==> config.mk <==
export PLATFORM = sky130hd
export DESIGN_NAME = seg_scan_ctrl
export DESIGN_NICKNAME = d
export VERILOG_FILES = /design/src/rtl/seg_pkg.sv /design/src/rtl/seg_scan_ctrl_hex.sv /design/src/rtl/seg_scan_ctrl.sv
export SDC_FILE = /design/constraint.sdc
export NUM_CORES = 1
export LEC_CHECK = 0
export ABC_AREA = 1
export CAP_MARGIN = 20
export CELL_PAD_IN_SITES_DETAIL_PLACEMENT = 1
export CELL_PAD_IN_SITES_GLOBAL_PLACEMENT = 1
export CORE_MARGIN = 4
export CORE_UTILIZATION = 40
export DETAILED_ROUTE_END_ITERATION = 12
export PLACE_DENSITY_LB_ADDON = 0.1
export SKIP_CTS_REPAIR_TIMING = 1
export SLEW_MARGIN = 10
export SYNTH_ARGS = -nofsm -noshare
export SYNTH_HDL_FRONTEND = slang
export SYNTH_SLANG_ARGS = --single-unit
export TNS_END_PERCENT = 20
==> constraint.sdc <==
create_clock -name clk -period 2.5 [get_ports clk]
set_clock_uncertainty 0.05 [all_clocks]
set_input_delay 0.5 -clock clk [delete_from_list [all_inputs] [get_ports clk]]
set_output_delay 0.5 -clock clk [all_outputs]
set_load 0.02 [all_outputs]
==> src/rtl/seg_pkg.sv <==
// seg_pkg: shared constants, digit index type and hex-to-segment table for the display scanner
package seg_pkg;
   localparam logic [7:0] SEG_BLANK = 8'hFF;
   localparam logic [3:0] SEL_NONE = 4'b1111;
   typedef logic [1:0] digit_t;
   function automatic logic [6:0] hex_seg(input logic [3:0] h);
      case (h)
         4'h0: return 7'h3F;
         4'h1: return 7'h06;
         4'h2: return 7'h5B;
         4'h3: return 7'h4F;
         4'h4: return 7'h66;
         4'h5: return 7'h6D;
         4'h6: return 7'h7D;
         4'h7: return 7'h07;
         4'h8: return 7'h7F;
         4'h9: return 7'h6F;
         4'hA: return 7'h77;
         4'hB: return 7'h7C;
         4'hC: return 7'h39;
         4'hD: return 7'h5E;
         4'hE: return 7'h79;
         default: return 7'h71;
      endcase
   endfunction
endpackage

==> src/rtl/seg_scan_ctrl_hex.sv <==
// hex_to_seg: hex nibble to active-high {g,f,e,d,c,b,a} segment pattern
//   nibble in 4  hex value
//   seg    out 7 segment pattern, 1 = lit
import seg_pkg::*;
module hex_to_seg (
   input  logic [3:0] nibble,
   output logic [6:0] seg
);
   assign seg = hex_seg(nibble);
endmodule

==> src/rtl/seg_scan_ctrl.sv <==
// seg_scan_ctrl: 4-digit multiplexed 7-segment scanner with blanking and frame-atomic updates
//   clk, rst            clock, synchronous active-high reset
//   slt[0] / slt[1]     leading-zero suppression / force blank
//   data_in, dp_in      digit nibbles and decimal points offered with load_valid
//   load_ready          pending slot free
//   led_sel, led        active-low digit enables and segments {dp,g..a}
//   frame_tick          one-cycle pulse after each frame end
import seg_pkg::*;
module seg_scan_ctrl #(
   parameter int CLK_DIV = 100000,
   parameter int BLANK_CYC = 1000
) (
   input  logic        clk,
   input  logic        rst,
   input  logic [1:0]  slt,
   input  logic [15:0] data_in,
   input  logic [3:0]  dp_in,
   input  logic        load_valid,
   output logic        load_ready,
   output logic [3:0]  led_sel,
   output logic [7:0]  led,
   output logic        frame_tick
);
   localparam int CW = $clog2(CLK_DIV);
   localparam logic [CW-1:0] LAST = CW'(CLK_DIV - 1);
   localparam logic [CW-1:0] BLANK_END = CW'(BLANK_CYC);
   logic [CW-1:0] cnt;
   digit_t digit;
   logic [15:0] act_data, pend_data;
   logic [3:0] act_dp, pend_dp;
   logic pend_valid, slot_end, frame_end, show;
   logic [3:0] nib, lz, sel_nx;
   logic [6:0] seg;
   logic [7:0] led_nx;
   assign load_ready = !pend_valid;
   hex_to_seg u_hex (.nibble(nib), .seg(seg));
   always_comb begin
      slot_end = cnt == LAST;
      frame_end = slot_end && digit == 2'd3;
      nib = act_data[{digit, 2'b00} +: 4];
      // lz[k]: digit k and every digit to its left are zero; digit 0 always shows
      lz[3] = act_data[15:12] == 4'h0;
      lz[2] = lz[3] && act_data[11:8] == 4'h0;
      lz[1] = lz[2] && act_data[7:4] == 4'h0;
      lz[0] = 1'b0;
      show = cnt >= BLANK_END && !slt[1] && !(slt[0] && lz[digit]);
      sel_nx = show ? ~(4'b0001 << digit) : SEL_NONE;
      led_nx = show ? ~{act_dp[digit], seg} : SEG_BLANK;
   end
   always_ff @(posedge clk) begin
      if (rst) begin
         cnt <= '0;
         digit <= '0;
         act_data <= '0;
         act_dp <= '0;
         pend_data <= '0;
         pend_dp <= '0;
         pend_valid <= 1'b0;
         led_sel <= SEL_NONE;
         led <= SEG_BLANK;
         frame_tick <= 1'b0;
      end else begin
         cnt <= slot_end ? '0 : cnt + 1'b1;
         digit <= slot_end ? digit + 1'b1 : digit;
         led_sel <= sel_nx;
         led <= led_nx;
         frame_tick <= frame_end;
         // a value accepted on the frame-end cycle lands in pending and waits a whole frame
         if (frame_end && pend_valid) begin
            act_data <= pend_data;
            act_dp <= pend_dp;
            pend_valid <= 1'b0;
         end else if (load_valid && !pend_valid) begin
            pend_data <= data_in;
            pend_dp <= dp_in;
            pend_valid <= 1'b1;
         end
      end
   end
endmodule

== Word-level counts from Yosys, hierarchy flattened ==
Memory sizes are Yosys's and may differ from the RTL's.
Index checks and enable logic that the tools add are counted.
Cells by class
  $add $sub $neg: 2
  order comparisons: 2
  equal/unequal tests: 2
  shifts and indexed selects: 2
  muxes and demuxes: 4
  bitwise logic cells: 4
  reductions and logical operators: 18
Operators by type and width (number)
  adder 17 x 1 -> 17 bit (second input constant): 1
  == test 17 bit (second input constant): 1
  >= comparator 17 x 10 -> 1 bit (second input constant): 1
  indexed part select 16 x 5 -> 4 bit: 1
  logical NOT 4 bit: 3
  logical AND 1 bit: 8
  inverter 8 bit: 1
  OR reduction 2 bit: 3
  binary-select mux 1 bit (select 2 bit): 2
  inverter 4 bit: 1
  left shift 1 x 2 -> 4 bit (first input constant): 1
  logical NOT 1 bit: 3
  < comparator 2 x 3 -> 1 bit (second input constant): 1
  adder 2 x 1 -> 2 bit (second input constant): 1
  == test 2 bit (second input constant): 1
  two-way mux 1 bit: 2
  inverter 1 bit: 2
  AND reduction 2 bit: 1
Word-level totals
  flip-flop bits (word level): 73
  ROM bits: 112
  input port bits: 25
  output and inout bits: 14
  logic and storage cells: 45
  memories: 1
Memories
  (no name shown): words 16, width 7, read ports 1, clocked after Yosys merged registers in 0, wr ports 0, line seg_pkg.sv:7  | case (h)

== Logic depth before layout (Yosys ltp) ==
  depth in word-level cells: 10
  mapped depth: 12
  depth with buffers taken out: 11

== Hierarchy ==
Synthesis repeated with hierarchy kept, for this count alone.
Unflattened totals
  cells, all modules: 473
  area, all modules: 3402.0 um^2
Modules (own cells, without submodules)
  seg_scan_ctrl: instances 1, cells each 421, area an instance 3131.8 um^2, seq. area each 1461.4 um^2
  hex_to_seg: instances 1, cells each 52, area an instance 270.3 um^2, seq. area each 0.0 um^2

== Worst setup path before layout ==
Ideal clock, no wire load.
  kind: flip-flop to flip-flop
  from: register digit[0]
  to: register led[3]
  setup time: 0.125 ns
  data arrival time: 1.630 ns
  required time: 2.325 ns
  slack: 0.695 ns
  stages on the path, launching flop included: 10
  buffers on the path: 1
  clock period less this slack: 1.805 ns
  path through: dfxtp_1 -> buf_4 -> nand2_1 -> o21ai_0 -> o21ai_0 -> inv_1 -> ha_1 -> nor2_1 -> o21ai_0 -> nand3_1
On the way
  longest elaborated chain between the ends: 7
  elaborated cells on any way between the ends: 10
  classes of those cells: shift (1); mux (2); bitwise (2); reduce/logical (4); memory (1)
RTL lines
  start, declared: line seg_scan_ctrl.sv:28  | digit_t digit;
  start signal, assigned: line seg_scan_ctrl.sv:64  | digit <= slot_end ? digit + 1'b1 : digit;
  parallel branches: the longest is 7 deep, another holds memory (16 x 7 bit)
  end signal, assigned: line seg_scan_ctrl.sv:66  | led <= led_nx;
  end, declared: line seg_scan_ctrl.sv:21  | output logic [7:0] led,
Several ways; the timed one is not identified. The select of a mux whose other input is x is not followed.
A chain may end at the register's enable or synchronous reset.

== Final worst setup path ==
Same ends and word-level chain as after synthesis.

==> flow_metrics.py <==
metrics = {
    "synth": {
        "synth_top_family_by_area": "simple AND/OR/NAND/NOR gates",
        "avgSynthCellArea_um2": 7.03,
        "netlist_instances": 466,
        "synth_area_leader_cell": "dfxtp_1",
        "synth-seq-area-share": 0.446,
        "synth_warnings": 0,
        "syn-num-nets": 502,
        "synth_top_cell_area_share": 0.446,
        "yosys.area_share.adder": 0.0420,
        "netlist_area_mm2": 0.00328,
        "ys_types": 29,
        "yosys.area_share.simple": 0.321,
        "synthXorXnorAreaFrac": 0.0187,
        "synth_compound_area_frac": 0.0852,
        "synthMuxAreaShare": 0,
        "synth_area_leaders": "dfxtp_1 (45%), nor2_1 (13%), nand2_1 (12%)",
        "synth-seq-cells": 73,
    },
    "sta": {
        "setup_ws_ns": 0.271,
        "fin_crit_ns": 2.23,
        "fin_crit_sh": 0.892,
        "tightestPinTransition_ns": 0.783,
        "slew_violations": 0,
        "final.setup.tns_ns": 0,
        "finalHoldViolCount": 0,
        "finalSetupViolations": 0,
        "relSlewSlack": 0.476,
        "max_freq_mhz": 449,
        "rsz0062_at_grt": "false",
    },
    "flow_run": {
        "cap_violations": 0,
    },
    "clock_tree": {
        "cts_htree_levels": 3,
        "clk_latency_ns": 0.34,
        "clkTransAtPathRegs_ns": 0.07,
        "cts-root-buf": "clkbuf_8",
        "numCtsBuffers": 9,
        "cts_tree": "done",
        "cts.sinks": 73,
        "clock_path_buffers": 2,
    },
    "placement": {
        "gp_congestion": 0.798,
        "placed_cell_area_mm2": 0.00372,
        "preCtsSetupSlack_ns": 0.224,
        "hpwl_mm": 5.34,
        "placedCellCount": 594,
        "portBuffers": 38,
    },
    "critical_path": {
        "arrival_ns": 2.36,
        "crit_path_max_fanout": 11,
        "worst-setup-path-type": "flop to flop",
        "critical-path-max-stage-delay_ns": 0.55,
        "cpMaxStageDelayCell": "dfxtp_1",
        "reg2reg_depth": 7,
        "cpMostUsedCell": "o21ai_0",
        "start_kind": "flop",
        "path_cells": "o21ai_0 > o21ai_0 > inv_1 > ha_1 > nor2_1 > o21ai_0 > nand3_1",
        "cp-end-kind": "flop",
        "crit_required_ns": 2.63,
    },
    "cells_and_area": {
        "layout.nets": 539,
        "final_cell_mix": "nor2_1 (111), nand2_1 (101), dfxtp_1 (73), inv_1 (45), o21ai_0 (41)",
        "final_cells": 609,
        "multi_input_area_mm2": 0.00153,
        "antenna_cells": 0,
        "layout_commonest_cell": "nor2_1",
        "stdcell_area_mm2": 0.00390,
        "regArea_mm2": 0.00146,
        "area_growth_pct": 19.1,
        "drive_above_1_share": 0.0631,
        "fillers": 1044,
    },
    "routing": {
        "drt-total-wl_mm": 7.44,
        "drt_first_pass_iters": 4,
        "vias": 2885,
        "wl_per_cell_um": 12.2,
        "drc": 0,
        "drtIter0Drc": 67,
        "final_antenna_net_count": 0,
        "vias_per_cell": 4.74,
    },
    "pwr": {
        "switching_share": 0.227,
        "pwr-share-clk": 0.389,
        "ir_drop_mv": 0.247,
        "p_total_uw": 2190,
        "powerDensity_mw_per_mm2": 561,
        "power.leakage_uw": 0.00173,
        "combPwrFrac": 0.057,
        "internal_power_uw": 1690,
        "switchingPower_uw": 497,
        "seqPwrFrac": 0.555,
    },
    "floorplan": {
        "initial_core_util": 0.417,
        "io_pins": 39,
        "die_x_um": 98.5,
        "die_area_mm2": 0.00970,
        "num_rows": 32,
        "die_h_um": 98.5,
        "core_mm2": 0.00785,
    },
    "global_route": {
        "grt_max_degree": 45,
        "grt_pass1_wl_mm": 13.0,
        "antenna_found_initial": 0,
        "grt_pass1_vias": 2860,
        "track_usage": 0.163,
        "grt_overflow": 0,
    },
    "hold_path": {
        "hp-class": "flop to flop",
        "hold_depth": 1,
    },
    "run_status": {
        "status": "finished, final reports clean",
    },
}
final timing paths:
kind	to	slack [ns]	startpoint
max	led[3]	0.27	digit[0]
max reg2reg	led[3]	0.27	digit[0]
min reg2reg	cnt[0]	0.43	cnt[0]
min	cnt[0]	0.43	cnt[0]
final cells by class:
class | instances | share of cell area
multi-input combinational | 327 | 0.392
sequential | 73 | 0.375
timing repair buffer | 42 | 0.105
inverter | 50 | 0.0484
clock buffer | 13 | 0.0433
tap | 102 | 0.0327
clock inverter | 2 | 0.00321
flip-flops by register name (all words and copies together) (netlist names):
register    cells
act_dp          4
digit           2
led             8
pend_valid      1
frame_tick      1
act_data       16
cnt            17
pend_dp         4
led_sel         4
pend_data      16
synthesized netlist by cell type, drive strengths merged:
library cell / count
nand2: 103
xnor2: 3
a31oi: 1
nand3: 21
or2: 2
nor2: 115
a21oi: 11
ha: 11
inv: 48
nor3b: 2
buf: 10
o21ai: 42
clkinv: 2
nand4: 8
xor2: 4
dfxtp: 73
nor3: 3
clkbuf: 6
o211ai: 1
power by group through the flow:
stage	logic (uW)	clock network [uW]	registers [uW]
finish	124	851	1210
global route	142	933	1220
CTS	128	877	1210
detailed placement	127	0	1240
global placement	123	0	1240
floorplan	72.0	0	1240
layer usage:
| layer | track usage | vias up | wire (um) |
|---|---|---|---|
| li1 | - | 1520 | - |
| met2 | 0.278 | 47 | 3370 |
| met5 | 0 | - | 0 |
| met4 | 0.0683 | 0 | 145 |
| met3 | 0.0326 | 11 | 309 |
| met1 | 0.200 | 1307 | 3610 |
cells by family after synthesis:
logic type      after synthesis
buf+inv                      66
xor+xnor                      7
flops                        73
fa+ha+maj                    11
simple gates                254
compound gates               55
stage by stage:
step	utilization	hold slack (ns)
detailed placement	0.474	0.413
floorplan	-	0.380
finish	0.497	0.428
global route	0.497	0.449
CTS	0.497	0.431
global placement	0.474	0.393
critical path, delay by kind of cell (launching register included):
family	cells	cell delay, ns
DFF	1	0.55
adders and majority gates	1	0.34
AOI/OAI and AO/OA	3	0.82
buffers and inverters	1	0.17
and+or+nand+nor	2	0.14
Note: power is estimated with default switching activity, not from simulation.
==> patch, RTL diff (same flow settings) <==
Put one more register stage on the output `led`. The value now appears one clock later. The other outputs are not delayed to match.
--- a/src/rtl/seg_scan_ctrl.sv
+++ b/src/rtl/seg_scan_ctrl.sv
@@ -25,4 +25,6 @@
    localparam logic [CW-1:0] LAST = CW'(CLK_DIV - 1);
    localparam logic [CW-1:0] BLANK_END = CW'(BLANK_CYC);
+
+   logic [7:0] led_s0;
    logic [CW-1:0] cnt;
    digit_t digit;
@@ -58,5 +60,5 @@
          pend_valid <= 1'b0;
          led_sel <= SEL_NONE;
-         led <= SEG_BLANK;
+         led_s0 <= SEG_BLANK;
          frame_tick <= 1'b0;
       end else begin
@@ -64,5 +66,5 @@
          digit <= slot_end ? digit + 1'b1 : digit;
          led_sel <= sel_nx;
-         led <= led_nx;
+         led_s0 <= led_nx;
          frame_tick <= frame_end;
          // a value accepted on the frame-end cycle lands in pending and waits a whole frame
@@ -78,4 +80,8 @@
       end
    end
+   always_ff @(posedge clk) begin
+      led <= led_s0;
+   end
+
 endmodule
 
Formal check against the unedited RTL: not equivalent (Yosys sat finds a counterexample within 4 cycles, from zero or initial values and one cycle with rst high).
==> patch against the unedited design <==
- combinational power decreased by 9.7%
- design area increased by 5.7%
- count of clock-buffer cells in the layout decreased by 3
- utilization decreased by 0.25 points
- total power increased by 12%
- sequential cell count increased by 8
- largest power group unchanged
- setup slack improved by 0.045 ns
- wire length increased by 6.3%
- synthesized area increased by 6.0%
==> patch: results (changes against the unedited design) <==
* met4 — highest routing layer actually used, unchanged
* 1084 — number of filler cells placed in the layout, was 1044
* 4.746 — average via count per standard cell, was 4.737
* 5.323% — share of layout cells above drive strength 1, was 6.312%
* led_s0[0] — Reg2Reg Capture Point, was led[3]
* 46.72% — sequential-to-total area share from yosys stat, was 44.61%
* 615 — number of placed cells counting well taps, was 594
* 12.53 um — routed len/inst, was 12.21 um
* 43 — pin count of the biggest net entering global routing, was 45
* 0.32 ns — flop-to-flop setup slack, was 0.27 ns
* 0 — post-route DRC violation count, unchanged
* 2995 — overall via count from detail_route, was 2885
* 3518 um — Met2 Wirelength, was 3368 um
* 243 um — met3 wire len, was 309 um
* 0.09 ns — clock-pin slew reported for the worst setup and hold paths after clock tree synthesis, was 0.07 ns
* 122 x sky130_fd_sc_hd__nor2_1, 94 x sky130_fd_sc_hd__nand2_1, 81 x sky130_fd_sc_hd__dfxtp_1 — Commonest cells post-synth, was 111 x sky130_fd_sc_hd__nor2_1, 101 x sky130_fd_sc_hd__nand2_1, 73 x sky130_fd_sc_hd__dfxtp_1
* 8 — worst-case reg-to-reg path depth, was 7
* 26 — Yosys cell types, was 29
* 3913 um2 — total placed instance area, was 3719 um2
* 4031 um — met1 routed wirelength after detailed routing, was 3614 um
* sky130_fd_sc_hd__dfxtp_1 47%, sky130_fd_sc_hd__nor2_1 13%, sky130_fd_sc_hd__nand2_1 10% — biggest area contributors in the synthesized netlist, was sky130_fd_sc_hd__dfxtp_1 45%, sky130_fd_sc_hd__nor2_1 13%, sky130_fd_sc_hd__nand2_1 12%
* 486 — Post-Syn Instances, was 466
* 10 — biggest fanout along the worst timing path, was 11
* 0.51 ns — worst stage delay on the critical path, was 0.55 ns
* 1562 um2 — area of combinational cells with multiple inputs, was 1530 um2
* 0 — worst hold stages, was 1
* 0.2603 ns — post-place setup slack, was 0.2241 ns
* 0.2691 mV — peak supply drop, was 0.2468 mV
* 3.306% — met3 Resource Use GR, was 3.255%
* 0.7221 ns — Tightest Pin Transition, was 0.7825 ns
* 0.2767 ns — hold_ws, was 0.4281 ns
* 522 — synthesized net count, was 502
* led[5] — endpoint with the worst hold slack, was cnt[0]
* 1.754 nW — Leak Pwr, was 1.732 nW
* 87 — initial detailed-routing violation count, was 67
* 16.56% — Global Route Usage Sum, was 16.31%
* 5692 um — detailed placer's ending HPWL, was 5339 um
* 26.46% — grt met2 use, was 27.82%
* 13730 um — global-route wire length before repair, was 13040 um
* 457.8 MHz — max frequency, was 448.6 MHz
* complete, no violations — status, unchanged
==> patch: cell count changes after synthesis, sizes merged, moves of 2 or more <==
cell,delta
nand3,+6
o211ai,+2
dfxtp,+8
nor2,+9
nor3,+5
inv,+3
nand2,-8
xnor2,-3
a21oi,+3
nand4,-2
==> patch: final cells by class <==
class,count,share of cell area (%)
Clock buffer,10,3.337
Tap cell,105,3.186
Multi-Input combinational cell,336,37.86
Inverter,52,4.733
Clock inverter,6,1.790
Timing Repair Buffer,41,9.769
Sequential cell,81,39.32
==> patch: kinds of logic after synthesis <==
group / after synthesis / share of synthesized area (%)
buffers and inverters: 69 / 8.291
adder cells (fa/ha/maj): 11 / 3.965
flip-flops: 81 / 46.72
XOR/XNOR: 4 / 1.009
AO/OA/AOI/OAI: 58 / 8.580
AND/OR/NAND/NOR: 263 / 31.44
==> patch: where the power goes <==
group,internal [mW],leakage [nW],switching (mW)
Clock,0.501,0.101,0.507
Sequential,1.32,0.659,0.0182
Combinational,0.0560,0.995,0.0559
Total,1.88,1.75,0.581
